## config.mk

```make
export PLATFORM = sky130hd
export DESIGN_NAME = mem_bus_bridge
export DESIGN_NICKNAME = d
export VERILOG_FILES = /design/src/rtl/mem_bus_bridge.sv
export SDC_FILE = /design/constraint.sdc
export NUM_CORES = 1
export LEC_CHECK = 0
export CAP_MARGIN = 20
export CORE_MARGIN = 3
export CORE_UTILIZATION = 45
export CTS_BUF_LIST = sky130_fd_sc_hd__clkbuf_4
export CTS_CLUSTER_SIZE = 30
export DETAILED_ROUTE_END_ITERATION = 12
export HOLD_SLACK_MARGIN = 0.15
export PLACE_DENSITY = 0.84
export SKIP_CTS_REPAIR_TIMING = 1
export SLEW_MARGIN = 20
export SYNTH_ARGS = -nofsm -noshare
export SYNTH_HDL_FRONTEND = slang
export SYNTH_SLANG_ARGS = --single-unit
```

## constraint.sdc

```tcl
create_clock -name clk -period 5.8 [get_ports clk]
set_input_delay 0.58 -clock clk [delete_from_list [all_inputs] [get_ports clk]]
set_output_delay 0.58 -clock clk [all_outputs]
set_load 0.05 [all_outputs]
```

## src/rtl/mem_bus_bridge.sv

```systemverilog
// rtl/mem_bus_bridge.sv - CPU load/store to single-outstanding bus request bridge
//
// Ports:
//   clk, rst                    clock, asynchronous active-high reset
//   mem_rd_req_i/addr_i         CPU load request and byte address
//   mem_rd_data_o               load data, valid in the DONE cycle
//   mem_wr_req_i/sel_i/addr_i/data_i  CPU store request, byte lanes, address, data
//   hold_flag_o                 pipeline stall request (combinational)
//   err_o                       one-cycle pulse when a transaction times out
//   bus_req_o/we_o/addr_o/wdata_o/sel_o  registered bus request fields
//   bus_gnt_i                   slave accepted the request
//   bus_rvalid_i/bus_rdata_i    response (read data or write acknowledge)
module mem_bus_bridge #(
    parameter int TIMEOUT = 16
) (
    input  logic        clk,
    input  logic        rst,
    input  logic        mem_rd_req_i,
    input  logic [31:0] mem_rd_addr_i,
    output logic [31:0] mem_rd_data_o,
    input  logic        mem_wr_req_i,
    input  logic [3:0]  mem_wr_sel_i,
    input  logic [31:0] mem_wr_addr_i,
    input  logic [31:0] mem_wr_data_i,
    output logic        hold_flag_o,
    output logic        err_o,
    output logic        bus_req_o,
    output logic        bus_we_o,
    output logic [31:0] bus_addr_o,
    output logic [31:0] bus_wdata_o,
    output logic [3:0]  bus_sel_o,
    input  logic        bus_gnt_i,
    input  logic        bus_rvalid_i,
    input  logic [31:0] bus_rdata_i
);

    typedef enum logic [1:0] {
        S_IDLE,
        S_REQ,
        S_WAIT,
        S_DONE
    } state_t;

    localparam int CW = (TIMEOUT < 2) ? 1 : $clog2(TIMEOUT);

    state_t        state;
    logic [CW-1:0] tmo_cnt;
    logic          pend_rd;
    logic [31:0]   pend_addr;

    // A store with no byte lanes enabled is a no-op: it never reaches the bus.
    logic wr_go;
    assign wr_go = mem_wr_req_i && (mem_wr_sel_i != 4'b0000);

    // True on the TIMEOUT-th cycle spent in REQ+WAIT.
    logic tmo_hit;
    assign tmo_hit = (tmo_cnt == CW'(TIMEOUT - 1));

    always_comb begin
        hold_flag_o = 1'b0;
        if (state == S_IDLE && (mem_rd_req_i || wr_go)) hold_flag_o = 1'b1;
        if (state == S_REQ || state == S_WAIT)          hold_flag_o = 1'b1;
        // Keeps the CPU stalled across the write's DONE when a read is queued.
        if (pend_rd)                                    hold_flag_o = 1'b1;
    end

    always_ff @(posedge clk or posedge rst) begin
        if (rst) begin
            state         <= S_IDLE;
            tmo_cnt       <= '0;
            pend_rd       <= 1'b0;
            pend_addr     <= '0;
            mem_rd_data_o <= '0;
            err_o         <= 1'b0;
            bus_req_o     <= 1'b0;
            bus_we_o      <= 1'b0;
            bus_addr_o    <= '0;
            bus_wdata_o   <= '0;
            bus_sel_o     <= 4'b0000;
        end else begin
            err_o <= 1'b0;
            case (state)
                S_IDLE: begin
                    if (wr_go) begin
                        // Write goes first; a concurrent load is queued behind it.
                        state       <= S_REQ;
                        tmo_cnt     <= '0;
                        bus_req_o   <= 1'b1;
                        bus_we_o    <= 1'b1;
                        bus_addr_o  <= {mem_wr_addr_i[31:2], 2'b00};
                        bus_wdata_o <= mem_wr_data_i;
                        bus_sel_o   <= mem_wr_sel_i;
                        pend_rd     <= mem_rd_req_i;
                        pend_addr   <= mem_rd_addr_i;
                    end else if (mem_rd_req_i) begin
                        state       <= S_REQ;
                        tmo_cnt     <= '0;
                        bus_req_o   <= 1'b1;
                        bus_we_o    <= 1'b0;
                        bus_addr_o  <= {mem_rd_addr_i[31:2], 2'b00};
                        bus_wdata_o <= '0;
                        bus_sel_o   <= 4'hF;
                    end
                end
                S_REQ: begin
                    if (tmo_hit) begin
                        state         <= S_DONE;
                        err_o         <= 1'b1;
                        mem_rd_data_o <= '0;
                        bus_req_o     <= 1'b0;
                        pend_rd       <= 1'b0;
                    end else begin
                        tmo_cnt <= tmo_cnt + 1'b1;
                        if (bus_gnt_i) begin
                            state     <= S_WAIT;
                            bus_req_o <= 1'b0;
                        end
                    end
                end
                S_WAIT: begin
                    // A response arriving on the last allowed cycle still completes.
                    if (bus_rvalid_i) begin
                        state <= S_DONE;
                        if (!bus_we_o) mem_rd_data_o <= bus_rdata_i;
                    end else if (tmo_hit) begin
                        state         <= S_DONE;
                        err_o         <= 1'b1;
                        mem_rd_data_o <= '0;
                        pend_rd       <= 1'b0;
                    end else begin
                        tmo_cnt <= tmo_cnt + 1'b1;
                    end
                end
                S_DONE: begin
                    // Queued read launches straight from DONE; new CPU requests
                    // are only looked at once back in IDLE.
                    if (pend_rd) begin
                        state       <= S_REQ;
                        tmo_cnt     <= '0;
                        pend_rd     <= 1'b0;
                        bus_req_o   <= 1'b1;
                        bus_we_o    <= 1'b0;
                        bus_addr_o  <= {pend_addr[31:2], 2'b00};
                        bus_wdata_o <= '0;
                        bus_sel_o   <= 4'hF;
                    end else begin
                        state <= S_IDLE;
                    end
                end
                default: state <= S_IDLE;
            endcase
        end
    end

endmodule

```

-- Word level (Yosys, flattened, before mapping)
Cells that the tools add are included.
- register bits after elaboration: 142
- input port bits: 138
- word-level logic and storage cells: 89
- add/sub/neg operators: 1
- equal/unequal tests: 11
- multiplexer cells: 50
- reductions and logical operators: 16
- operators with widths (operator ; count):
    2-to-1 mux 32 bit ; 9
    case mux 32 bit (2 select lines) ; 3
    2-to-1 mux 4 bit ; 8
    2-to-1 mux 1 bit ; 17
    case mux 4 bit (4 select lines) ; 1
    2-to-1 mux 2 bit ; 6
    inequality test 3 bit (second input constant) ; 4
    AND reduction 3 bit ; 3
    case mux 2 bit (4 select lines) ; 1
    case mux 4 bit (2 select lines) ; 1
    inequality test 2 bit (second input constant) ; 3
    AND reduction 2 bit ; 3
    adder 4 x 1 -> 4 bit (second input constant) ; 1
    == test 2 bit (second input constant) ; 2
    == test 4 bit (second input constant) ; 1
    case mux 1 bit (2 select lines) ; 2
    case mux 1 bit (4 select lines) ; 1
    AND reduction 4 bit ; 1
    nonzero test 2 bit ; 2
    nonzero test 4 bit ; 1
    case mux 1 bit (3 select lines) ; 1
    nonzero test 3 bit ; 1
    == test 2 x 1 -> 1 bit (second input constant) ; 1
    logical AND 1 bit ; 2
    other kinds (2) ; 3

-- Logic depth before layout (Yosys ltp)
Gate-level depths: netlist of the first run.
- depth in word-level cells: 7
- depth in mapped cells: 8
- depth with buffers taken out: 6

-- Worst setup path after synthesis of the first run
No wires, ideal clock.
- path type: input port to output port
- start point: input port mem_wr_sel_i[0]
- end point: output port hold_flag_o
- data arrival time: 1.778 ns
- data required time: 5.220 ns
- setup slack: 3.442 ns
- cell stages on the path: 5
- buffers on the path: 2
- cell sequence: o41a_1 buf_4 clkbuf_1 o21ai_0 nand2_1
- word-level cells in the longest chain between the ends: 7
- RTL lines (what ; line ; RTL):
    start: declaration ; 22 ; input logic [3:0] mem_wr_sel_i,
    nonzero test 4 bit ; 53 ; assign wr_go = mem_wr_req_i && (mem_wr_sel_i != 4'b0000);
    logical AND 1 bit ; 53 ;
    logical OR 1 bit ; 61 ; if (state == S_IDLE && (mem_rd_req_i || wr_go)) hold_flag_o = 1'b1;
    logical AND 1 bit ; 61 ;
    2-to-1 mux 1 bit ; 61 ;
    2-to-1 mux 1 bit ; 62 ; if (state == S_REQ || state == S_WAIT) hold_flag_o = 1'b1;
    2-to-1 mux 1 bit ; 64 ; if (pend_rd) hold_flag_o = 1'b1;
    end: declaration ; 25 ; output logic hold_flag_o,
Every way passes these cells.

-- Worst setup path in the final report of the first run
Same ends and word-level chain as after synthesis.

==> flow_results.xml, run 1 <==
<?xml version="1.0" encoding="UTF-8"?>
<metrics>
  <group name="run_status">
    <metric name="status" unit="">finished, final reports clean</metric>
  </group>
  <group name="detailed_routing">
    <metric name="finalWirelength" unit="mm">16.99</metric>
    <metric name="final_antenna_net_count" unit="">0</metric>
    <metric name="post_drt_via_cell_ratio" unit="">5.612</metric>
    <metric name="violation_count_after_the_first_detailed_routing_iteration" unit="">513</metric>
    <metric name="avgRoutedWirePerCell" unit="µm">18.86</metric>
    <metric name="vias" unit="">5056</metric>
    <metric name="drc_errors" unit="">0</metric>
    <metric name="first_drt_pass_iteration_count" unit="">4</metric>
  </group>
  <group name="place">
    <metric name="gp_routability_congestion" unit="">0.8881</metric>
    <metric name="post-dp-hpwl" unit="mm">11.51</metric>
    <metric name="port-buffer-count" unit="">235</metric>
    <metric name="placed_cells" unit="">870</metric>
  </group>
  <group name="cells_and_area">
    <metric name="fraction_of_final_layout_cells_with_drive_strength_greater_than_1" unit="%">7.692</metric>
    <metric name="area_occupied_by_multi_input_gates" unit="µm²">2333</metric>
    <metric name="n_fill_cell" unit="">937</metric>
    <metric name="fin_cells" unit="">901</metric>
    <metric name="utilization" unit="%">68.15</metric>
    <metric name="final-seq-area" unit="µm²">3453</metric>
    <metric name="syn2layout_area_growth" unit="%">45.86</metric>
    <metric name="nets" unit="">861</metric>
  </group>
  <group name="pwr">
    <metric name="gate_power_share" unit="%">56.8</metric>
    <metric name="switching_power" unit="µW">2532</metric>
    <metric name="internal-power" unit="µW">2873</metric>
    <metric name="powerDensity" unit="nW/µm²">618.4</metric>
    <metric name="power.leakage" unit="µW">0.003651</metric>
    <metric name="p_sw_share" unit="%">46.84</metric>
    <metric name="ir_drop" unit="µV">430.9</metric>
    <metric name="seqPwrFrac" unit="%">30.5</metric>
    <metric name="clockPowerShare" unit="%">12.6</metric>
  </group>
  <group name="timing">
    <metric name="timing_hold_violations_final" unit="">0</metric>
    <metric name="relative_slew_slack" unit="%">31.68</metric>
    <metric name="finalSetupViolations" unit="">0</metric>
    <metric name="period_needed" unit="ps">3351</metric>
    <metric name="rsz0062_at_grt" unit="">no</metric>
    <metric name="final.period_utilization" unit="%">57.78</metric>
    <metric name="worst_pin_slew" unit="ps">1025</metric>
    <metric name="timing.clock.skew" unit="ps">18.56</metric>
    <metric name="fin_worst_hold_slack" unit="ps">464.6</metric>
    <metric name="maxSlewViolCount" unit="">0</metric>
    <metric name="setup_tns" unit="ps">0</metric>
    <metric name="max_freq" unit="GHz">0.2984</metric>
  </group>
  <group name="critical_path">
    <metric name="data_required_time_of_the_critical_path" unit="ps">5220</metric>
    <metric name="element_type_at_the_critical_path_end" unit="">output pin</metric>
    <metric name="critPathArrivalTime" unit="ps">2770</metric>
    <metric name="crit_path_max_fanout" unit="">35</metric>
    <metric name="setup.worst_path.class" unit="">primary input to output pin</metric>
    <metric name="cp-start-kind" unit="">primary input</metric>
  </group>
  <group name="global_routing">
    <metric name="largest_net_degree_at_the_start_of_global_routing" unit="">100</metric>
    <metric name="grt_antenna_before_repair" unit="">1</metric>
    <metric name="via_count_of_the_first_global_routing_pass" unit="">5222</metric>
    <metric name="grt_usage" unit="%">22.69</metric>
    <metric name="overflow" unit="">0</metric>
    <metric name="first_pass_grt_wire_length" unit="mm">26.48</metric>
  </group>
  <group name="floorplanning">
    <metric name="floorplan.die.width" unit="µm">121.4</metric>
    <metric name="core_area" unit="µm²">12820</metric>
    <metric name="ios" unit="">242</metric>
    <metric name="die_y" unit="µm">121.4</metric>
    <metric name="die_area" unit="µm²">14740</metric>
    <metric name="placementRows" unit="">41</metric>
    <metric name="floorplan.initialDensity" unit="%">46.72</metric>
  </group>
  <group name="hold_path">
    <metric name="min_path_type" unit="">primary input to async pin</metric>
  </group>
  <group name="logic_synthesis">
    <metric name="ff_latch_count_synth" unit="">138</metric>
    <metric name="seq_area_frac_synth" unit="%">57.63</metric>
    <metric name="synthDistinctLibCells" unit="">38</metric>
    <metric name="ys.warnings.count" unit="">0</metric>
    <metric name="synth-edff-count" unit="">0</metric>
    <metric name="mappedNetlistArea" unit="µm²">5992</metric>
    <metric name="syn_inst" unit="">502</metric>
    <metric name="postSynthAreaPerCell" unit="µm²">11.94</metric>
    <metric name="ys_async_sr_fraction" unit="%">100.0</metric>
    <metric name="ys_dominant_reg_cell" unit="">dfrtp_1</metric>
  </group>
  <group name="clock_network">
    <metric name="clk_pin_slew_worst_paths" unit="ps">110</metric>
    <metric name="htree_num_levels" unit="">4</metric>
    <metric name="cts_made_buffers" unit="">17</metric>
    <metric name="cts_tree" unit="">done</metric>
    <metric name="master_cell_of_the_clock_root_buffer" unit="">clkbuf_4</metric>
    <metric name="cts.path.max_buffers" unit="">2</metric>
    <metric name="clock_latency" unit="ps">540</metric>
    <metric name="clock_sinks" unit="">138</metric>
  </group>
  <group name="run">
    <metric name="maxCapViolations" unit="">0</metric>
  </group>
</metrics>
[worst paths after layout]
| kind | start | endpoint | slack (ps) | cells after the start |
|---|---|---|---|---|
| max in group asynchronous | rst | bus_addr_o[10] | 3960 | 3 |
| hold reg to reg | pend_addr[27] | pend_addr[27] | 510 | 1 |
| min in group clk | pend_addr[27] | pend_addr[27] | 510 | 1 |
| setup / recovery | mem_wr_sel_i[0] | hold_flag_o | 2450 | 6 |
| hold / removal | rst | mem_rd_data_o[25] | 460 | 2 |
| setup reg to reg | state[0] | bus_wdata_o[4] | 3090 | 4 |
[critical path, stage by stage]
cell and delay [ps]:
clkdlybuf4s50_1 490, o41a_1 450, buf_4 270, o21ai_0 200, nand2_1 70, clkdlybuf4s50_1 720
[cell type report]
type	count	area share, %
Sequential cell	138	39.51
Antenna cell	1	0.02863
Clock inverter	13	2.047
Multi-Input combinational cell	314	26.70
Inverter	5	0.2720
Timing Repair Buffer	241	27.52
Tap cell	172	2.462
Clock buffer	17	1.460
[per-layer routing]
layer / GRT usage, % / part of all wire (%) / up-vias
li1: - / - / 2323
met1: 29.00 / 42 / 2487
met2: 36.82 / 49 / 218
met3: 6.014 / 6.9 / 28
met4: 9.034 / 2.2 / 0
met5: 0 / 0 / -
[sequential cells by signal, summed over array words and instances, names as in the netlist]
register       flops
bus_wdata_o       32
bus_we_o           1
bus_addr_o        30
bus_req_o          1
pend_addr         30
err_o              1
pend_rd            1
mem_rd_data_o     32
bus_sel_o          4
state              2
tmo_cnt            4
[power groups by stage]
| stage | clock [µW] | sequential [µW] | combinational (µW) |
|---|---|---|---|
| 2_1_floorplan | 0 | 2560 | 1230 |
| 3_3_place_gp | 0 | 1650 | 2980 |
| 3_5_place_dp | 0 | 1660 | 3080 |
| 4_1_cts | 699 | 1640 | 3090 |
| 5_1_grt | 737 | 1690 | 3250 |
| 6_report | 683 | 1650 | 3070 |
[through the flow]
| step | worst slack (ps) | area, µm² | power [µW] |
|---|---|---|---|
| floorplan | 1524 | 5996 | 3789 |
| global placement | 2300 | 8402 | 4623 |
| detailed placement | 2448 | 8431 | 4735 |
| CTS | 2448 | 8737 | 5433 |
| global route | 2417 | 8740 | 5680 |
| finish | 2449 | 8740 | 5405 |
[synthesized netlist by cell type (2+ instances only)]
master | count | area [µm²]
a22o_1 | 94 | 823.3
nand4_1 | 2 | 12.51
buf_6 | 6 | 67.56
a211oi_1 | 31 | 232.7
nor2b_1 | 3 | 18.77
and3_1 | 2 | 12.51
buf_2 | 7 | 35.03
nand3_1 | 3 | 15.01
nor3_1 | 61 | 305.3
a21oi_1 | 4 | 20.02
nand2b_1 | 2 | 12.51
o32a_1 | 4 | 40.04
inv_1 | 5 | 18.77
dfrtp_1 | 138 | 3453
mux2_2 | 10 | 112.6
ha_1 | 6 | 75.07
buf_4 | 4 | 30.03
clkbuf_1 | 29 | 108.9
o31ai_1 | 2 | 15.01
o21ai_1 | 2 | 10.01
nand2_1 | 37 | 138.9
o21ai_0 | 4 | 20.02
mux2_1 | 23 | 259.0
nor2_1 | 9 | 33.78
[placed cells by master, fill, tap and decap left out, drive strengths merged, types with 5 or more instances in the layout]
| cell | count |
|---|---|
| a211oi | 31 |
| a22o | 94 |
| buf | 6 |
| clkbuf | 17 |
| clkdlybuf4s50 | 235 |
| clkinv | 5 |
| dfrtp | 138 |
| ha | 6 |
| inv | 5 |
| mux2 | 33 |
| nand2 | 38 |
| nor2 | 10 |
| nor3 | 61 |
| o21ai | 6 |
[cells by family after synthesis]
kind of cell             after synthesis  share of synthesized area, %
AO/OA/AOI/OAI                        148                         20.53
flip-flops                           138                         57.63
AND/OR/NAND/NOR                      124                         9.814
buffers and inverters                 51                         4.343
multiplexers                          34                         6.369
adder cells (fa/ha/maj)                6                         1.253
other                                  1                       0.06258
(Power assumes the default switching activity.)
==> inputs of run 2 (changes only) <==
--- a/config.mk
+++ b/config.mk
@@ -7,12 +7,12 @@
 export LEC_CHECK = 0
 export CAP_MARGIN = 20
 export CORE_MARGIN = 3
-export CORE_UTILIZATION = 45
+export CORE_UTILIZATION = 40
 export CTS_BUF_LIST = sky130_fd_sc_hd__clkbuf_4
 export CTS_CLUSTER_SIZE = 30
 export DETAILED_ROUTE_END_ITERATION = 12
 export HOLD_SLACK_MARGIN = 0.15
-export PLACE_DENSITY = 0.84
+export PLACE_DENSITY = 0.79
 export SKIP_CTS_REPAIR_TIMING = 1
 export SLEW_MARGIN = 20
 export SYNTH_ARGS = -nofsm -noshare
==> constraint.sdc (replaced) <==
create_clock -name clk -period 2.95 [get_ports clk]
set_input_delay 0.295 -clock clk [delete_from_list [all_inputs] [get_ports clk]]
set_output_delay 0.295 -clock clk [all_outputs]
set_load 0.05 [all_outputs]
==> run 2 against run 1 <==
Effect of this change:
- worst setup slack got worse by 1900 ps
- power up 94%
- design area is 0.37% higher
- critical path type unchanged
- largest power group unchanged
==> flow_results.xml, run 2 (synthesis gave the netlist of run 1 again) <==
<?xml version="1.0" encoding="UTF-8"?>
<metrics>
  <group name="run_status">
    <metric name="status" unit="">finished, final reports clean</metric>
  </group>
  <group name="place">
    <metric name="post-dp-hpwl" unit="mm">11.92</metric>
    <metric name="port-buffer-count" unit="">235</metric>
    <metric name="placed_cells" unit="">890</metric>
    <metric name="gp_routability_congestion" unit="">0.8812</metric>
  </group>
  <group name="detailed_routing">
    <metric name="post_drt_via_cell_ratio" unit="">5.449</metric>
    <metric name="finalWirelength" unit="mm">17.25</metric>
    <metric name="drc_errors" unit="">0</metric>
    <metric name="violation_count_after_the_first_detailed_routing_iteration" unit="">257</metric>
    <metric name="final_antenna_net_count" unit="">0</metric>
    <metric name="first_drt_pass_iteration_count" unit="">5</metric>
    <metric name="vias" unit="">5024</metric>
    <metric name="avgRoutedWirePerCell" unit="µm">18.70</metric>
  </group>
  <group name="timing">
    <metric name="worst_pin_slew" unit="ps">724.6</metric>
    <metric name="timing.clock.skew" unit="ps">16.42</metric>
    <metric name="relative_slew_slack" unit="%">51.70</metric>
    <metric name="maxSlewViolCount" unit="">0</metric>
    <metric name="timing_hold_violations_final" unit="">0</metric>
    <metric name="finalSetupViolations" unit="">0</metric>
    <metric name="period_needed" unit="ps">2424</metric>
    <metric name="rsz0062_at_grt" unit="">no</metric>
    <metric name="final.period_utilization" unit="%">82.16</metric>
    <metric name="fin_worst_hold_slack" unit="ps">260.2</metric>
    <metric name="setup_tns" unit="ps">0</metric>
    <metric name="max_freq" unit="GHz">0.4126</metric>
  </group>
  <group name="clock_network">
    <metric name="cts.path.max_buffers" unit="">2</metric>
    <metric name="cts_made_buffers" unit="">17</metric>
    <metric name="clk_pin_slew_worst_paths" unit="ps">120</metric>
    <metric name="htree_num_levels" unit="">4</metric>
    <metric name="master_cell_of_the_clock_root_buffer" unit="">clkbuf_4</metric>
    <metric name="cts_tree" unit="">done</metric>
    <metric name="clock_sinks" unit="">138</metric>
    <metric name="clock_latency" unit="ps">530</metric>
  </group>
  <group name="floorplanning">
    <metric name="die_area" unit="µm²">16480</metric>
    <metric name="floorplan.initialDensity" unit="%">41.07</metric>
    <metric name="ios" unit="">242</metric>
    <metric name="placementRows" unit="">44</metric>
    <metric name="floorplan.die.width" unit="µm">128.4</metric>
    <metric name="core_area" unit="µm²">14590</metric>
    <metric name="die_y" unit="µm">128.4</metric>
  </group>
  <group name="critical_path">
    <metric name="launch_point_of_the_worst_path" unit="">mem_wr_sel_i[0]</metric>
    <metric name="critical_path.cell_chain" unit="">clkdlybuf4s50_1 -&gt; o41a_1 -&gt; buf_4 -&gt; o21ai_0 -&gt; nand2_1 -&gt; buf_12</metric>
    <metric name="r2r-end" unit="">bus_wdata_o[25]</metric>
    <metric name="critPathMaxStageDelay" unit="ps">550</metric>
    <metric name="data_required_time_of_the_critical_path" unit="ps">2650</metric>
    <metric name="critPathArrivalTime" unit="ps">2130</metric>
    <metric name="crit_path_top_delay_cell" unit="">o41a_1</metric>
    <metric name="element_type_at_the_critical_path_end" unit="">output pin</metric>
    <metric name="cp-start-kind" unit="">primary input</metric>
    <metric name="setup.worst_path.class" unit="">primary input to output pin</metric>
    <metric name="setup.reg_to_reg.worst_slack" unit="ps">570</metric>
    <metric name="critical_path.n_buffers_inverters" unit="">3</metric>
    <metric name="path_delay_family" unit="">buffers and inverters</metric>
    <metric name="r2r-start" unit="">state[0]</metric>
    <metric name="worst_r2r_path_depth" unit="">7</metric>
    <metric name="crit_path_max_fanout" unit="">33</metric>
  </group>
  <group name="cells_and_area">
    <metric name="utilization" unit="%">60.13</metric>
    <metric name="layout_common_cells" unit="">clkdlybuf4s50_1, dfrtp_1, a22o_1</metric>
    <metric name="diodes" unit="">0</metric>
    <metric name="fin_cells" unit="">922</metric>
    <metric name="fraction_of_final_layout_cells_with_drive_strength_greater_than_1" unit="%">8.808</metric>
    <metric name="syn2layout_area_growth" unit="%">46.40</metric>
    <metric name="mostFrequentLayoutCell" unit="">clkdlybuf4s50_1</metric>
    <metric name="largest_registers" unit="">bus_wdata_o: 32 flops, mem_rd_data_o: 32 flops</metric>
    <metric name="nets" unit="">869</metric>
  </group>
  <group name="pwr">
    <metric name="gate_power_share" unit="%">58.3</metric>
    <metric name="power.leakage" unit="µW">0.003676</metric>
    <metric name="switching_power" unit="µW">4971</metric>
    <metric name="clockPowerShare" unit="%">11.3</metric>
    <metric name="seqPwrFrac" unit="%">30.4</metric>
    <metric name="internal-power" unit="µW">5540</metric>
    <metric name="powerDensity" unit="nW/µm²">1198</metric>
    <metric name="ir_drop" unit="µV">647.5</metric>
    <metric name="p_sw_share" unit="%">47.29</metric>
  </group>
  <group name="global_routing">
    <metric name="overflow" unit="">0</metric>
    <metric name="first_pass_grt_wire_length" unit="mm">27.24</metric>
    <metric name="via_count_of_the_first_global_routing_pass" unit="">5233</metric>
    <metric name="grt_antenna_before_repair" unit="">0</metric>
    <metric name="grt_usage" unit="%">21.00</metric>
    <metric name="largest_net_degree_at_the_start_of_global_routing" unit="">101</metric>
  </group>
  <group name="run">
    <metric name="maxCapViolations" unit="">0</metric>
  </group>
  <group name="hold_path">
    <metric name="min_path_type" unit="">primary input to async pin</metric>
  </group>
</metrics>
==> run 2: cell count changes in the layout (fill, tap and decap cells not counted), moves of 2 or more <==
cell,before,now
buf_12,0,2
buf_4,5,13
bufinv_16,4,2
clkinv_1,0,2
nor2_2,1,3
nor2_4,2,0
==> run 2: routing by layer <==
metal / track usage [%] / vias up / routed length, µm
met2: 35.55 / 182 / 8781
met4: 5.805 / 0 / 163
met5: 0 / - / 0
met1: 26.51 / 2482 / 7168
li1: - / 2344 / -
met3: 5.895 / 16 / 1133
==> run 2: final cells by class <==
| class | instances | area (µm²) |
|---|---|---|
| clock buffers | 18 | 135.1 |
| clock inverters | 14 | 131.4 |
| fillers | 1150 | 5817 |
| inverters | 5 | 22.52 |
| multi-input cells | 314 | 2320 |
| flip-flops and latches | 138 | 3453 |
| well taps | 184 | 230.2 |
| repair buffers | 249 | 2480 |
==> run 2: how the worst max path moves through the flow <==
stage	end	slack (ps)	cells after the start
6_report	hold_flag_o	530	6
5_1_grt	bus_addr_o[24]	450	7
3_3_place_gp	bus_wdata_o[15]	470	6
4_1_cts	hold_flag_o	520	6
2_1_floorplan	bus_addr_o[10]	930	1
3_5_place_dp	bus_addr_o[24]	380	6
==> run 2: worst register-to-register path: stages (launching register included) <==
cell and delay (ps):
dfrtp_1 450, inv_1 110, ha_1 310, nand2b_1 170
nor2_2 60, or3_2 450, buf_4 330, a22o_1 390
==> run 2: stage by stage <==
step           total power [µW]  instance area, µm²  setup WS [ps]
5_1_grt                   11110                8772          445.8
4_1_cts                   10610                8772          519.6
3_3_place_gp               9188                8506          466.0
2_1_floorplan              7449                6000          933.9
6_report                  10510                8772          526.2
3_5_place_dp               9391                8506          376.2
==> run 2: power groups by stage <==
| stage | combinational (µW) | clock, µW | sequential [µW] |
|---|---|---|---|
| CTS | 6190 | 1230 | 3190 |
| finish | 6130 | 1190 | 3190 |
| global route | 6520 | 1300 | 3280 |
| detailed placement | 6170 | 0 | 3220 |
| floorplan | 2420 | 0 | 5020 |
| global placement | 6010 | 0 | 3180 |
==> inputs of run 3 (changes only) <==
--- a/config.mk
+++ b/config.mk
@@ -7,12 +7,12 @@
 export LEC_CHECK = 0
 export CAP_MARGIN = 20
 export CORE_MARGIN = 3
-export CORE_UTILIZATION = 40
+export CORE_UTILIZATION = 45
 export CTS_BUF_LIST = sky130_fd_sc_hd__clkbuf_4
 export CTS_CLUSTER_SIZE = 30
 export DETAILED_ROUTE_END_ITERATION = 12
 export HOLD_SLACK_MARGIN = 0.15
-export PLACE_DENSITY = 0.79
+export PLACE_DENSITY = 0.84
 export SKIP_CTS_REPAIR_TIMING = 1
 export SLEW_MARGIN = 20
 export SYNTH_ARGS = -nofsm -noshare
==> constraint.sdc (replaced) <==
create_clock -name clk -period 2.5 [get_ports clk]
set_input_delay 0.25 -clock clk [delete_from_list [all_inputs] [get_ports clk]]
set_output_delay 0.25 -clock clk [all_outputs]
set_load 0.05 [all_outputs]
==> run 3 against run 2 <==
Effect of this change:
- cell count down 1.3%
- utilization up 8.9 points
- clock power up 43%
- highest routed layer unchanged
- via count up 2.2%
==> flow_results.xml, run 3 (synthesis gave the netlist of run 1 again) <==
<?xml version="1.0" encoding="UTF-8"?>
<metrics>
  <group name="run_status">
    <metric name="status" unit="">finished, final reports clean</metric>
  </group>
  <group name="place">
    <metric name="port-buffer-count" unit="">235</metric>
    <metric name="post-dp-hpwl" unit="mm">11.82</metric>
    <metric name="post_dp_cell_area" unit="µm²">8513</metric>
    <metric name="gp_routability_congestion" unit="">0.8909</metric>
    <metric name="placed_cells" unit="">877</metric>
  </group>
  <group name="floorplanning">
    <metric name="die_area" unit="µm²">14740</metric>
    <metric name="floorplan.die.width" unit="µm">121.4</metric>
    <metric name="core_area" unit="µm²">12820</metric>
    <metric name="ios" unit="">242</metric>
    <metric name="die_y" unit="µm">121.4</metric>
    <metric name="placementRows" unit="">41</metric>
    <metric name="floorplan.initialDensity" unit="%">46.72</metric>
  </group>
  <group name="cells_and_area">
    <metric name="nets" unit="">868</metric>
    <metric name="postLayoutCellArea" unit="µm²">8848</metric>
    <metric name="utilization" unit="%">69.00</metric>
    <metric name="largest_registers" unit="">bus_wdata_o: 32 flops, mem_rd_data_o: 32 flops</metric>
    <metric name="mostFrequentLayoutCell" unit="">clkdlybuf4s50_1</metric>
    <metric name="syn2layout_area_growth" unit="%">47.67</metric>
    <metric name="fin_cells" unit="">910</metric>
    <metric name="layout_common_cells" unit="">clkdlybuf4s50_1, dfrtp_1, a22o_1</metric>
    <metric name="fraction_of_final_layout_cells_with_drive_strength_greater_than_1" unit="%">8.684</metric>
  </group>
  <group name="clock_network">
    <metric name="cts.path.max_buffers" unit="">2</metric>
    <metric name="htree_num_levels" unit="">4</metric>
    <metric name="master_cell_of_the_clock_root_buffer" unit="">clkbuf_4</metric>
    <metric name="clock_latency" unit="ps">540</metric>
    <metric name="cts_tree" unit="">done</metric>
    <metric name="cts_made_buffers" unit="">17</metric>
    <metric name="clk_pin_slew_worst_paths" unit="ps">110</metric>
    <metric name="clock_sinks" unit="">138</metric>
  </group>
  <group name="detailed_routing">
    <metric name="post_drt_via_cell_ratio" unit="">5.642</metric>
    <metric name="violation_count_after_the_first_detailed_routing_iteration" unit="">427</metric>
    <metric name="final_antenna_net_count" unit="">0</metric>
    <metric name="first_drt_pass_iteration_count" unit="">5</metric>
    <metric name="finalWirelength" unit="mm">17.25</metric>
    <metric name="drc_errors" unit="">0</metric>
    <metric name="avgRoutedWirePerCell" unit="µm">18.95</metric>
    <metric name="vias" unit="">5134</metric>
  </group>
  <group name="hold_path">
    <metric name="min_path_type" unit="">primary input to async pin</metric>
  </group>
  <group name="timing">
    <metric name="period_needed" unit="ps">2291</metric>
    <metric name="timing_hold_violations_final" unit="">0</metric>
    <metric name="relative_slew_slack" unit="%">40.39</metric>
    <metric name="rsz0062_at_grt" unit="">no</metric>
    <metric name="timing.clock.skew" unit="ps">15.46</metric>
    <metric name="worst_pin_slew" unit="ps">894.2</metric>
    <metric name="maxSlewViolCount" unit="">0</metric>
    <metric name="max_freq" unit="GHz">0.4365</metric>
    <metric name="finalSetupViolations" unit="">0</metric>
    <metric name="final.period_utilization" unit="%">91.64</metric>
    <metric name="fin_worst_hold_slack" unit="ps">166.3</metric>
  </group>
  <group name="critical_path">
    <metric name="critical_path.cell_chain" unit="">clkdlybuf4s50_1 -&gt; o41a_1 -&gt; buf_4 -&gt; o21ai_0 -&gt; nand2_1 -&gt; buf_12</metric>
    <metric name="critPathArrivalTime" unit="ps">2040</metric>
    <metric name="r2r-end" unit="">bus_wdata_o[26]</metric>
    <metric name="critical_path.n_buffers_inverters" unit="">3</metric>
    <metric name="crit_path_top_delay_cell" unit="">o41a_1</metric>
    <metric name="cp-start-kind" unit="">primary input</metric>
    <metric name="setup.reg_to_reg.worst_slack" unit="ps">220</metric>
    <metric name="data_required_time_of_the_critical_path" unit="ps">2250</metric>
    <metric name="r2r-start" unit="">state[0]</metric>
    <metric name="setup.worst_path.class" unit="">primary input to output pin</metric>
    <metric name="critPathMaxStageDelay" unit="ps">550</metric>
    <metric name="element_type_at_the_critical_path_end" unit="">output pin</metric>
    <metric name="worst_r2r_path_depth" unit="">7</metric>
    <metric name="crit_path_max_fanout" unit="">32</metric>
    <metric name="path_delay_family" unit="">buffers and inverters</metric>
  </group>
  <group name="pwr">
    <metric name="ir_drop" unit="µV">848.9</metric>
    <metric name="powerDensity" unit="nW/µm²">1440</metric>
    <metric name="power.leakage" unit="µW">0.003716</metric>
  </group>
  <group name="global_routing">
    <metric name="grt_antenna_before_repair" unit="">1</metric>
    <metric name="overflow" unit="">0</metric>
    <metric name="first_pass_grt_wire_length" unit="mm">27.24</metric>
    <metric name="largest_net_degree_at_the_start_of_global_routing" unit="">95</metric>
    <metric name="via_count_of_the_first_global_routing_pass" unit="">5308</metric>
    <metric name="grt_usage" unit="%">23.53</metric>
  </group>
  <group name="run">
    <metric name="maxCapViolations" unit="">0</metric>
  </group>
</metrics>
run 3: changes by cell type in the layout (fill, tap and decap cells not counted):
cell / before / now
buf_12: 2 / 4
buf_4: 13 / 10
bufinv_16: 2 / 5
clkbuf_4: 18 / 17
clkinv_4: 1 / 0
clkinvlp_4: 5 / 4
diode_2: 0 / 1
nor2_2: 3 / 2
nor2_4: 0 / 1
run 3: cell type report:
| class | instances | area, µm² |
|---|---|---|
| fillers | 941 | 3976 |
| clock buffers | 17 | 127.6 |
| flip-flops and latches | 138 | 3453 |
| diodes | 1 | 2.502 |
| clock inverters | 15 | 205.2 |
| inverters | 5 | 22.52 |
| well taps | 172 | 215.2 |
| repair buffers | 248 | 2497 |
| multi-input cells | 314 | 2325 |
run 3: through the flow:
stage	power [µW]	TNS, ps	worst slack [ps]
6_report	12740	0	209.0
5_1_grt	13390	0	95.67
4_1_cts	12800	0	211.5
3_5_place_dp	11080	0	90.09
3_3_place_gp	10850	-218.6	-10.72
2_1_floorplan	8790	0	528.9
run 3: worst max path at each step:
stage / from / endpoint / slack (ps) / cells after the start
floorplan: rst / bus_addr_o[10] / 530 / 1
global placement: mem_wr_sel_i[1] / bus_wdata_o[21] / -10 / 5
detailed placement: mem_wr_sel_i[1] / bus_wdata_o[26] / 90 / 6
CTS: mem_wr_sel_i[1] / hold_flag_o / 210 / 6
global route: state[0] / bus_addr_o[14] / 100 / 7
finish: mem_wr_sel_i[1] / hold_flag_o / 210 / 6
run 3: power breakdown:
| part | switching (µW) | total, µW | leakage, µW | internal [µW] |
|---|---|---|---|---|
| Sequential | 573 | 3780 | 0.00170 | 3200 |
| Clock | 820 | 1700 | 0.000172 | 877 |
| Combinational | 4500 | 7270 | 0.00184 | 2770 |
| Total | 5890 | 12700 | 0.00372 | 6850 |
run 3: worst reg2reg max path: stages, from the launching register on:
cell	delay, ps
dfrtp_1	450
inv_1	110
ha_1	310
nand2b_1	170
nor2_2	70
or3_2	480
buf_4	280
a22o_1	310
run 3: per-layer routing:
| metal | global-route usage, % | vias up | share of wire (%) |
|---|---|---|---|
| li1 | - | 2342 | - |
| met1 | 30.04 | 2508 | 41 |
| met2 | 38.10 | 249 | 49 |
| met3 | 5.828 | 35 | 7.2 |
| met4 | 10.22 | 0 | 2.8 |
| met5 | 0 | - | 0 |
